**config.mk**
```make
export PLATFORM = sky130hd
export DESIGN_NAME = div_iter_unit
export DESIGN_NICKNAME = d
export VERILOG_FILES = /design/src/rtl/div_iter_unit.sv
export SDC_FILE = /design/constraint.sdc
export NUM_CORES = 1
export LEC_CHECK = 0
export CELL_PAD_IN_SITES_DETAIL_PLACEMENT = 1
export CELL_PAD_IN_SITES_GLOBAL_PLACEMENT = 2
export CORE_ASPECT_RATIO = 1.25
export CORE_UTILIZATION = 35
export DETAILED_ROUTE_END_ITERATION = 10
export GPL_TIMING_DRIVEN = 0
export PLACE_DENSITY_LB_ADDON = 0.08
export SLEW_MARGIN = 10
export SYNTH_ARGS = -nofsm -noshare
export SYNTH_HDL_FRONTEND = slang
export SYNTH_SLANG_ARGS = --single-unit
```
**constraint.sdc**
```tcl
create_clock -name clk_i -period 9.8 [get_ports clk_i]
set_clock_uncertainty 0.05 [all_clocks]
set_input_delay 2.45 -clock clk_i [delete_from_list [all_inputs] [get_ports clk_i]]
set_output_delay 2.45 -clock clk_i [all_outputs]
set_load 0.02 [all_outputs]
```
**src/rtl/div_iter_unit.sv**
```systemverilog
// div_iter_unit: iterative restoring divider for MIPS DIV/DIVU.
// Produces the quotient (LO) and remainder (HI) one bit per cycle, MSB first.
// A 5-bit index selects the dividend bit that is shifted in, and a one-hot
// decode of the same index sets the matching quotient bit.
// Optional build macro DIV_ITER_EARLY_START_EN: start the index at the MSB of
// |dividend| so that small dividends finish early. Results do not change.
module div_iter_unit #(
    parameter int WIDTH = 32,
    parameter int IDX_W = 5
) (
    input  logic             clk_i,
    input  logic             reset_i,
    input  logic             start_i,
    input  logic             is_signed_i,
    input  logic [WIDTH-1:0] dividend_i,
    input  logic [WIDTH-1:0] divisor_i,
    output logic             busy_o,
    output logic             done_o,
    output logic [WIDTH-1:0] quotient_o,
    output logic [WIDTH-1:0] remainder_o,
    output logic             div_by_zero_o
);

    typedef enum logic [1:0] {IDLE, RUN, FIN} state_t;

    state_t           state_q;
    logic [WIDTH-1:0] a_q, b_q;      // magnitudes of the operands
    logic [WIDTH-1:0] r_q;           // partial remainder (always < b, so fits)
    logic [WIDTH-1:0] q_q;           // unsigned quotient under construction
    logic [IDX_W-1:0] k_q;           // current bit index
    logic             sign_q_q;      // negate the quotient at the end
    logic             sign_r_q;      // negate the remainder at the end
    logic             busy_q, done_q, dbz_q;
    logic [WIDTH-1:0] quot_q, rem_q;

    // Operand magnitudes and signs seen at acceptance
    logic             neg_a, neg_b;
    logic [WIDTH-1:0] abs_a, abs_b;
    logic [IDX_W-1:0] k_start;

    // Per-iteration datapath
    logic [WIDTH:0]   t_d;
    logic             ge_d;
    logic [WIDTH-1:0] diff_d;
    logic [WIDTH-1:0] onehot_d;
    logic [WIDTH-1:0] r_d, q_d;

    // Absolute values of the operands for the unsigned core
    always_comb begin
        neg_a = is_signed_i & dividend_i[WIDTH-1];
        neg_b = is_signed_i & divisor_i[WIDTH-1];
        abs_a = neg_a ? -dividend_i : dividend_i;
        abs_b = neg_b ? -divisor_i  : divisor_i;
    end

`ifdef DIV_ITER_EARLY_START_EN
    // Priority encoder: index of the highest set bit of |dividend| (0 if none)
    always_comb begin
        k_start = '0;
        for (int i = 0; i < WIDTH; i++) begin
            if (abs_a[i]) k_start = IDX_W'(i);
        end
    end
`else
    // Fixed start index: always run all WIDTH iterations
    always_comb begin
        k_start = IDX_W'(WIDTH - 1);
    end
`endif

    // One restoring step: shift in a[k], subtract b if it fits, set q[k]
    always_comb begin
        t_d      = {r_q, a_q[k_q]};
        ge_d     = (t_d >= {1'b0, b_q});
        // Low bits of t - b; the upper bit is zero whenever ge_d holds
        diff_d   = t_d[WIDTH-1:0] - b_q;
        onehot_d = {{(WIDTH-1){1'b0}}, 1'b1} << k_q;
        r_d      = ge_d ? diff_d : t_d[WIDTH-1:0];
        q_d      = ge_d ? (q_q | onehot_d) : q_q;
    end

    // Control FSM with registered handshake and result outputs
    always_ff @(posedge clk_i or posedge reset_i) begin
        if (reset_i) begin
            state_q  <= IDLE;
            a_q      <= '0;
            b_q      <= '0;
            r_q      <= '0;
            q_q      <= '0;
            k_q      <= '0;
            sign_q_q <= 1'b0;
            sign_r_q <= 1'b0;
            busy_q   <= 1'b0;
            done_q   <= 1'b0;
            dbz_q    <= 1'b0;
            quot_q   <= '0;
            rem_q    <= '0;
        end else begin
            case (state_q)
                IDLE: begin
                    done_q <= 1'b0;
                    if (start_i) begin
                        a_q      <= abs_a;
                        b_q      <= abs_b;
                        r_q      <= '0;
                        q_q      <= '0;
                        k_q      <= k_start;
                        sign_q_q <= neg_a ^ neg_b;
                        sign_r_q <= neg_a;
                        if (divisor_i == '0) begin
                            // Divide by zero skips the iterations entirely
                            quot_q  <= '1;
                            rem_q   <= dividend_i;
                            dbz_q   <= 1'b1;
                            done_q  <= 1'b1;
                            state_q <= FIN;
                        end else begin
                            busy_q  <= 1'b1;
                            state_q <= RUN;
                        end
                    end
                end
                RUN: begin
                    r_q <= r_d;
                    q_q <= q_d;
                    if (k_q == '0) begin
                        // Last step: fix up signs from the freshly computed values
                        quot_q  <= sign_q_q ? -q_d : q_d;
                        rem_q   <= sign_r_q ? -r_d : r_d;
                        dbz_q   <= 1'b0;
                        busy_q  <= 1'b0;
                        done_q  <= 1'b1;
                        state_q <= FIN;
                    end else begin
                        k_q <= k_q - 1'b1;
                    end
                end
                FIN: begin
                    done_q  <= 1'b0;
                    state_q <= IDLE;
                end
                default: begin
                    busy_q  <= 1'b0;
                    done_q  <= 1'b0;
                    state_q <= IDLE;
                end
            endcase
        end
    end

    assign busy_o        = busy_q;
    assign done_o        = done_q;
    assign quotient_o    = quot_q;
    assign remainder_o   = rem_q;
    assign div_by_zero_o = dbz_q;

endmodule

```
==> results by group, run 1 <==
Setup path
  – Largest driver fanout on the critical path: 10
  – Critical path type: flop to flop
  – Category of cells accounting for the largest share of critical-path delay: simple AND/OR/NAND/NOR gates
  – Kind of start point of the critical path: flop
  – Reg-to-reg critical path startpoint: k_q[0]
  – CP Data Required Time: roughly 10 ns
  – Worst reg2reg path endpoint: remainder_o[30]
  – Critical-path cell list: buf_2 -> buf_1 -> mux2i_1 -> mux4_2 -> a22oi_1 -> nand2_1 -> ha_1 -> nand4_1 -> nor4_1 -> nand3_1 -> nand3_2 -> nor2_2 -> clkbuf_1 -> clkbuf_1 -> mux2i_1 -> ha_1 -> nand4b_1 -> nor4_1 -> a41oi_1 -> or3_4 -> or4b_4 -> o21ai_2 -> xnor2_1 -> o22ai_1
  – CP max stage cell: sky130_fd_sc_hd__buf_1
  – Nature of the critical path endpoint: flop
  – Worst path bufs/invs: 4
  – Length in cells of the worst reg-to-reg path: 24
  – Worst endpoint data arrival time: a little over 9 ns
  – Longest individual stage delay on the worst path: 0.61 ns
  – FF-to-FF setup slack: around 1.0 ns

Min path
  – Hold path start: b_q[17]
  – Worst hold path endpoint: b_q[17]
  – Class of the tightest hold or removal check: flop to flop
  – Number of cells on the worst hold path: 2

Clocking
  – CTS Buffer Depth: 3
  – Clock tree from TritonCTS: yes
  – Worst-Skew Late Latency: 0.56 ns
  – Total CTS buffers: 26
  – Max H-tree Level: 1
  – Root buf cell: sky130_fd_sc_hd__clkbuf_16
  – Post CTS Setup Buffer Count: 0
  – Count of clock tree sinks: 204
  – Post-CTS Hold Buffers: 0
  – Clock Pin Slew Worst Setup and Hold Paths: around 0.060 ns
  – Post-cts sizing count: 0

Die
  – Core ar.: about 0.040 mm2
  – # rows: just over 80
  – Effective utilization at floorplan: ~36%
  – Width of the die: between 150 and 200 um
  – I/O pin total: approximately 140
  – Die Span Y: around 230 um
  – Die area: roughly 0.042 mm2

Synth
  – Post-Synth Adder-Cell Area: 3.73%
  – Count of distinct cell types in the synthesized netlist: slightly below 100
  – Yosys top cell by area: sky130_fd_sc_hd__dfrtp_1
  – Fraction of the mapped netlist area in compound gates: roughly 23%
  – Largest family of logic cells by synthesized area: compound AO/OA/AOI/OAI gates
  – Mapped Nets: between 1500 and 2000
  – Sequential area share after synthesis: 35.7%
  – Combined area of all synthesized cells: around 0.014 mm2
  – Post-synthesis mux area share: under 10%
  – Synthesized-area fraction occupied by xor and xnor cells: 8.19%
  – Seq cells post-synth: 204
  – Async SR Flop Fraction: between 90% and 100%
  – Fraction of the mapped netlist area in simple logic gates: about 22%
  – Number of instances in the synthesized netlist: approximately 1800
  – Number of enable-type register cells in the synthesized netlist: 0
  – Synthesis warning total: 0
  – Most used DFF post-synth: sky130_fd_sc_hd__dfrtp_1
  – Top cells by area in the synthesized netlist: sky130_fd_sc_hd__dfrtp_1 (36%), sky130_fd_sc_hd__a21oi_1 (6.2%), sky130_fd_sc_hd__o21ai_0 (6.1%)
  – Per-instance average area after synthesis: 8.11 um2
  – Share of Yosys cell area claimed by the top area cell type: a little over a third

Timing
  – Final TNS setup: 0 ns
  – Achievable Freq: about 110 MHz
  – Final worst path period need: a little under 9 ns
  – Count of final max-slew check failures: 0
  – RSZ-0062 raised after global routing: false
  – Total count of hold-check failures in the final report: 0
  – Actual transition at the worst max-transition pin: 1.08 ns
  – Slew HR: 27.9%
  – Finish-stage setup viols: 0
  – Fraction of the cycle the final worst path needs: 89.3%

Power
  – Design Power: just under 8 mW
  – Highest ir drop seen on vdd: between 0.0002 and 0.00025 V
  – Lkg Pwr: slightly above 7 nW
  – Pwr dens: 445 mW/mm2

Global route
  – Aggregate global routing overflow: 0
  – First-pass GRT wire length: roughly 92 mm
  – Pin count of the biggest net entering global routing: 73
  – Number of global-route vias before repair: 15200
  – Gr usage total: between 20 and 30%
  – Initial antenna violation count: 1

Drt
  – DRC violations left: 0
  – Routed via count divided by cell count: 5.67
  – Total Routed Length: 60.2 mm
  – Iter 0 DRT Violations: 793
  – Count of vias placed by the detailed router: 14100
  – Antenna violation net count after detailed routing: 0
  – Detailed Routing Iterations Pass 1: 4
  – Routed length per placed instance: between 20 and 25 um

Cells and area
  – Final cell count without fillers: about 2500
  – Ratio of cells with drive above 1 in the final layout: approximately 6.0%
  – Utilization after layout: around 43%
  – Commonest cells after routing, fill and taps aside: sky130_fd_sc_hd__nand2_1 (212), sky130_fd_sc_hd__dfrtp_1 (204), sky130_fd_sc_hd__a21oi_1 (178)
  – Relative area change from synthesis to final layout: 20.6%
  – Most common library cell in the layout ignoring fill and taps: sky130_fd_sc_hd__nand2_1
  – Antenna Diode Count: 0
  – # nets final: approximately 2000

Placed design
  – Half-perimeter wire length after detailed placement: between 40 and 50 mm
  – # port buffers: roughly 130
  – Final Wtd Congestion: 0.918
  – Total instance count after detailed placement: approximately 2400

Run
  – Maximum Capacitance Violations: 0

Status
  – Run status: complete, no violations
[flip-flops by register name, summed over array words and instances, names as in the netlist]
name / cells
a_q: 32
b_q: 32
q_q: 32
quotient_o: 32
r_q: 32
remainder_o: 32
k_q: 5
state_q: 2
busy_o: 1
div_by_zero_o: 1
done_o: 1
sign_q_q: 1
sign_r_q: 1
[synth_stat cells, drive strengths merged, types with 21 or more instances]
| master | n |
|---|---|
| nor3 | 35 |
| a31oi | 33 |
| xnor2 | 70 |
| nand3 | 68 |
| a21oi | 181 |
| inv | 51 |
| buf | 33 |
| o21ai | 183 |
| clkbuf | 76 |
| nor4 | 21 |
| dfrtp | 204 |
| xor2 | 63 |
| nor2 | 168 |
| o31ai | 21 |
| nand2 | 213 |
| mux2i | 29 |
| ha | 41 |
[worst max-delay path by stage]
stage	cells after the start	endpoint	slack [ns]	startpoint
floorplan	1	a_q[0]	1.73	reset_i
finish	24	remainder_o[30]	1.05	k_q[0]
global placement	2	r_q[24]	-1.52	reset_i
detailed placement	24	remainder_o[30]	1.13	k_q[0]
CTS	24	remainder_o[30]	1.11	k_q[0]
global route	24	remainder_o[30]	0.61	k_q[0]
[per-layer routing]
metal | global-route usage [%] | wire length, um
met5 | 0 | 8
met3 | 2.25 | 1560
met2 | 52.4 | 30400
met4 | 17.1 | 3960
met1 | 33.7 | 24300
[metrics by stage]
stage	worst slack [ns]	hold WS (ns)	instance area, um2
floorplan	1.73	0.395	14300
global placement	-1.52	0.408	16300
detailed placement	1.13	0.418	16400
CTS	1.11	0.432	17300
global route	0.607	0.454	17300
finish	1.05	0.427	17300
[layout make-up]
cell class                      instances  area (um2)
Tap cell                              546         683
Timing Repair Buffer                  136        1400
Buffer                                109         457
Sequential cell                       204        5100
Clock buffer                           37         742
Inverter                               52         203
Fill cell                            4841       23000
Multi-Input combinational cell       1398        8550
Clock inverter                         10         115
[power breakdown]
group          internal [mW]  total, mW  switching, mW
clock                  0.579      0.979          0.400
combinational           1.78       5.19           3.42
sequential              1.22       1.51          0.294
[cell families (layout without fill, tap and decap cells)]
family | Yosys count | after routing
flops | 204 | 204
mux | 38 | 38
fa+ha+maj | 42 | 42
buf+inv | 161 | 344
compound gates | 536 | 536
simple gates | 649 | 649
xor+xnor | 133 | 133
[worst min-delay path, stage by stage (launching register included)]
cell,delay [ns]
sky130_fd_sc_hd__dfrtp_1,0.34
sky130_fd_sc_hd__nand2_1,0.05
sky130_fd_sc_hd__o21ai_0,0.06
(Power assumes the default switching activity.)
==> inputs of run 2 (changes only) <==
- CORE_MARGIN: not set -> 2
- HOLD_SLACK_MARGIN: not set -> 0.12
- SKIP_CTS_REPAIR_TIMING: not set -> 1
==> run 2 against run 1 <==
Total power increased by 0.22%. Cell count is 0.16% lower. Critical path depth unchanged. Flip-flop and latch count stayed put. Cell area is 0.23% lower. Non-clock buffer count fell by 1. Via count increased by 0.26%. Routed wire length is 0.32% higher.
==> results by group, run 2 (synthesis results as in run 1) <==
Status
  – Run status: complete, no violations

Die
  – Effective utilization at floorplan: 35.6%
  – Die area: between 0.04 and 0.05 mm2
  – I/O pin total: 135
  – # rows: 82
  – Width of the die: approximately 180 um
  – Die Span Y: between 200 and 250 um
  – Core ar.: 0.0402 mm2

Power
  – Highest ir drop seen on vdd: between 0.00015 and 0.0002 V
  – Switching power share of the total: 53.5%
  – NetSw: around 4.1 mW
  – Pwr dens: approximately 450 mW/mm2
  – Combinational Power Share: between 60% and 70%
  – Internal power: 3.58 mW
  – Power share of the sequential group: between 10% and 20%
  – Clock network fraction of total power: about 13%
  – Design Power: 7.70 mW
  – Lkg Pwr: approximately 7 nW

Global route
  – First-pass GRT wire length: between 90 and 100 mm
  – Pin count of the biggest net entering global routing: between 100 and 150
  – Number of global-route vias before repair: 15100
  – Aggregate global routing overflow: 0
  – Initial antenna violation count: 1
  – Gr usage total: between 20 and 30%

Placed design
  – Post-Place Worst Slack: 1.07 ns
  – Final Wtd Congestion: 0.919
  – # port buffers: ~130
  – Total instance count after detailed placement: ~2400
  – Half-perimeter wire length after detailed placement: slightly below 50 mm
  – Cell area reported after detailed placement: between 0.015 and 0.02 mm2

Timing
  – Slew HR: a little over a quarter
  – Actual transition at the worst max-transition pin: around 1.1 ns
  – Fraction of the cycle the final worst path needs: 89.6%
  – Final TNS setup: 0 ns
  – Total count of hold-check failures in the final report: 0
  – Final worst path period need: about 9 ns
  – Count of final max-slew check failures: 0
  – Min setup slack post-route: 1.02 ns
  – Worst hold slack: about 0.43 ns
  – RSZ-0062 raised after global routing: false
  – Finish-stage setup viols: 0
  – Achievable Freq: ~110 MHz

Cells and area
  – Antenna Diode Count: 0
  – Post-route cell area: roughly 0.017 mm2
  – # nets final: 2035
  – Relative area change from synthesis to final layout: 20.3%
  – Utilization after layout: roughly 43%
  – Most common library cell in the layout ignoring fill and taps: sky130_fd_sc_hd__nand2_1
  – Ratio of cells with drive above 1 in the final layout: 5.97%
  – Commonest cells after routing, fill and taps aside: sky130_fd_sc_hd__nand2_1 (212), sky130_fd_sc_hd__dfrtp_1 (204), sky130_fd_sc_hd__a21oi_1 (178)
  – Final cell count without fillers: between 2000 and 2500

Setup path
  – FF-to-FF setup slack: about 1 ns
  – Largest driver fanout on the critical path: 10
  – Reg-to-reg critical path startpoint: k_q[0]
  – Critical path type: flop to flop
  – CP Data Required Time: about 10 ns
  – Worst reg2reg path endpoint: remainder_o[30]
  – Length in cells of the worst reg-to-reg path: 24
  – Kind of start point of the critical path: flop
  – Worst endpoint data arrival time: roughly 9 ns
  – Nature of the critical path endpoint: flop

Clocking
  – Count of clock tree sinks: a little over 200
  – Clock Pin Slew Worst Setup and Hold Paths: approximately 0.07 ns
  – CTS Buffer Depth: 3
  – Max H-tree Level: 1
  – Clock tree from TritonCTS: yes
  – Total CTS buffers: 25
  – Worst-Skew Late Latency: around 0.56 ns
  – Root buf cell: sky130_fd_sc_hd__clkbuf_16

Min path
  – Number of cells on the worst hold path: 2
  – Hold path start: a_q[11]
  – Class of the tightest hold or removal check: flop to flop
  – Worst hold path endpoint: a_q[11]

Drt
  – Iter 0 DRT Violations: around 600
  – Routed length per placed instance: around 24 um
  – DRC violations left: 0
  – Detailed Routing Iterations Pass 1: 7
  – Antenna violation net count after detailed routing: 0
  – Total Routed Length: roughly 60 mm
  – Routed via count divided by cell count: 5.69
  – Count of vias placed by the detailed router: roughly 14000

Run
  – Maximum Capacitance Violations: 0
[run 2: power groups by stage]
stage	sequential (mW)	clock (mW)	combinational, mW
5_1_grt	1.55	1.02	5.69
6_report	1.51	0.982	5.21
4_1_cts	1.51	0.994	5.21
2_1_floorplan	1.58	0	3.24
3_3_place_gp	1.51	0	5.10
3_5_place_dp	1.52	0	5.18
[run 2: worst max-delay path by stage]
| stage | startpoint | endpoint | slack, ns | cells past startpoint |
|---|---|---|---|---|
| after global placement | reset_i | r_q[24] | -1.57 | 2 |
| after global routing | k_q[0] | remainder_o[30] | 0.54 | 24 |
| after detailed placement | k_q[0] | remainder_o[30] | 1.07 | 24 |
| after floorplan | reset_i | a_q[0] | 1.73 | 1 |
| after CTS | k_q[0] | remainder_o[30] | 0.98 | 24 |
| final | k_q[0] | remainder_o[30] | 1.02 | 24 |
[run 2: worst max-delay path, stage by stage (launching register included)]
cell and delay (ns):
sky130_fd_sc_hd__dfrtp_1 0.38, sky130_fd_sc_hd__buf_2 0.28, sky130_fd_sc_hd__buf_1 0.62, sky130_fd_sc_hd__mux2i_1 0.19, sky130_fd_sc_hd__mux4_2 0.53, sky130_fd_sc_hd__a22oi_1 0.48
sky130_fd_sc_hd__nand2_1 0.14, sky130_fd_sc_hd__ha_1 0.34, sky130_fd_sc_hd__nand4_1 0.22, sky130_fd_sc_hd__nor4_1 0.11, sky130_fd_sc_hd__nand3_1 0.14, sky130_fd_sc_hd__nand3_2 0.10
sky130_fd_sc_hd__nor2_2 0.57, sky130_fd_sc_hd__clkbuf_1 0.62, sky130_fd_sc_hd__clkbuf_1 0.54, sky130_fd_sc_hd__mux2i_1 0.40, sky130_fd_sc_hd__ha_1 0.34, sky130_fd_sc_hd__nand4b_1 0.15
sky130_fd_sc_hd__nor4_1 0.55, sky130_fd_sc_hd__a41oi_1 0.33, sky130_fd_sc_hd__or3_4 0.49, sky130_fd_sc_hd__or4b_4 0.59, sky130_fd_sc_hd__o21ai_2 0.16, sky130_fd_sc_hd__xnor2_1 0.16
sky130_fd_sc_hd__o22ai_1 0.11
[run 2: layout make-up]
type,instances,area (um2)
clock buffers,33,706
repair buffers,135,1370
multi-input cells,1398,8550
clock inverters,11,139
flip-flops and latches,204,5100
fillers,4884,23000
plain buffers,109,457
inverters,52,203
well taps,546,683
[run 2: routing by layer]
| layer | GRT usage (%) | vias to the layer above | routed length [um] |
|---|---|---|---|
| met1 | 33.5 | 7172 | 24400 |
| met4 | 12.0 | 0 | 2750 |
| met3 | 2.19 | 91 | 1600 |
| met5 | 0 | - | 0 |
| met2 | 53.6 | 269 | 31600 |
| li1 | - | 6636 | - |
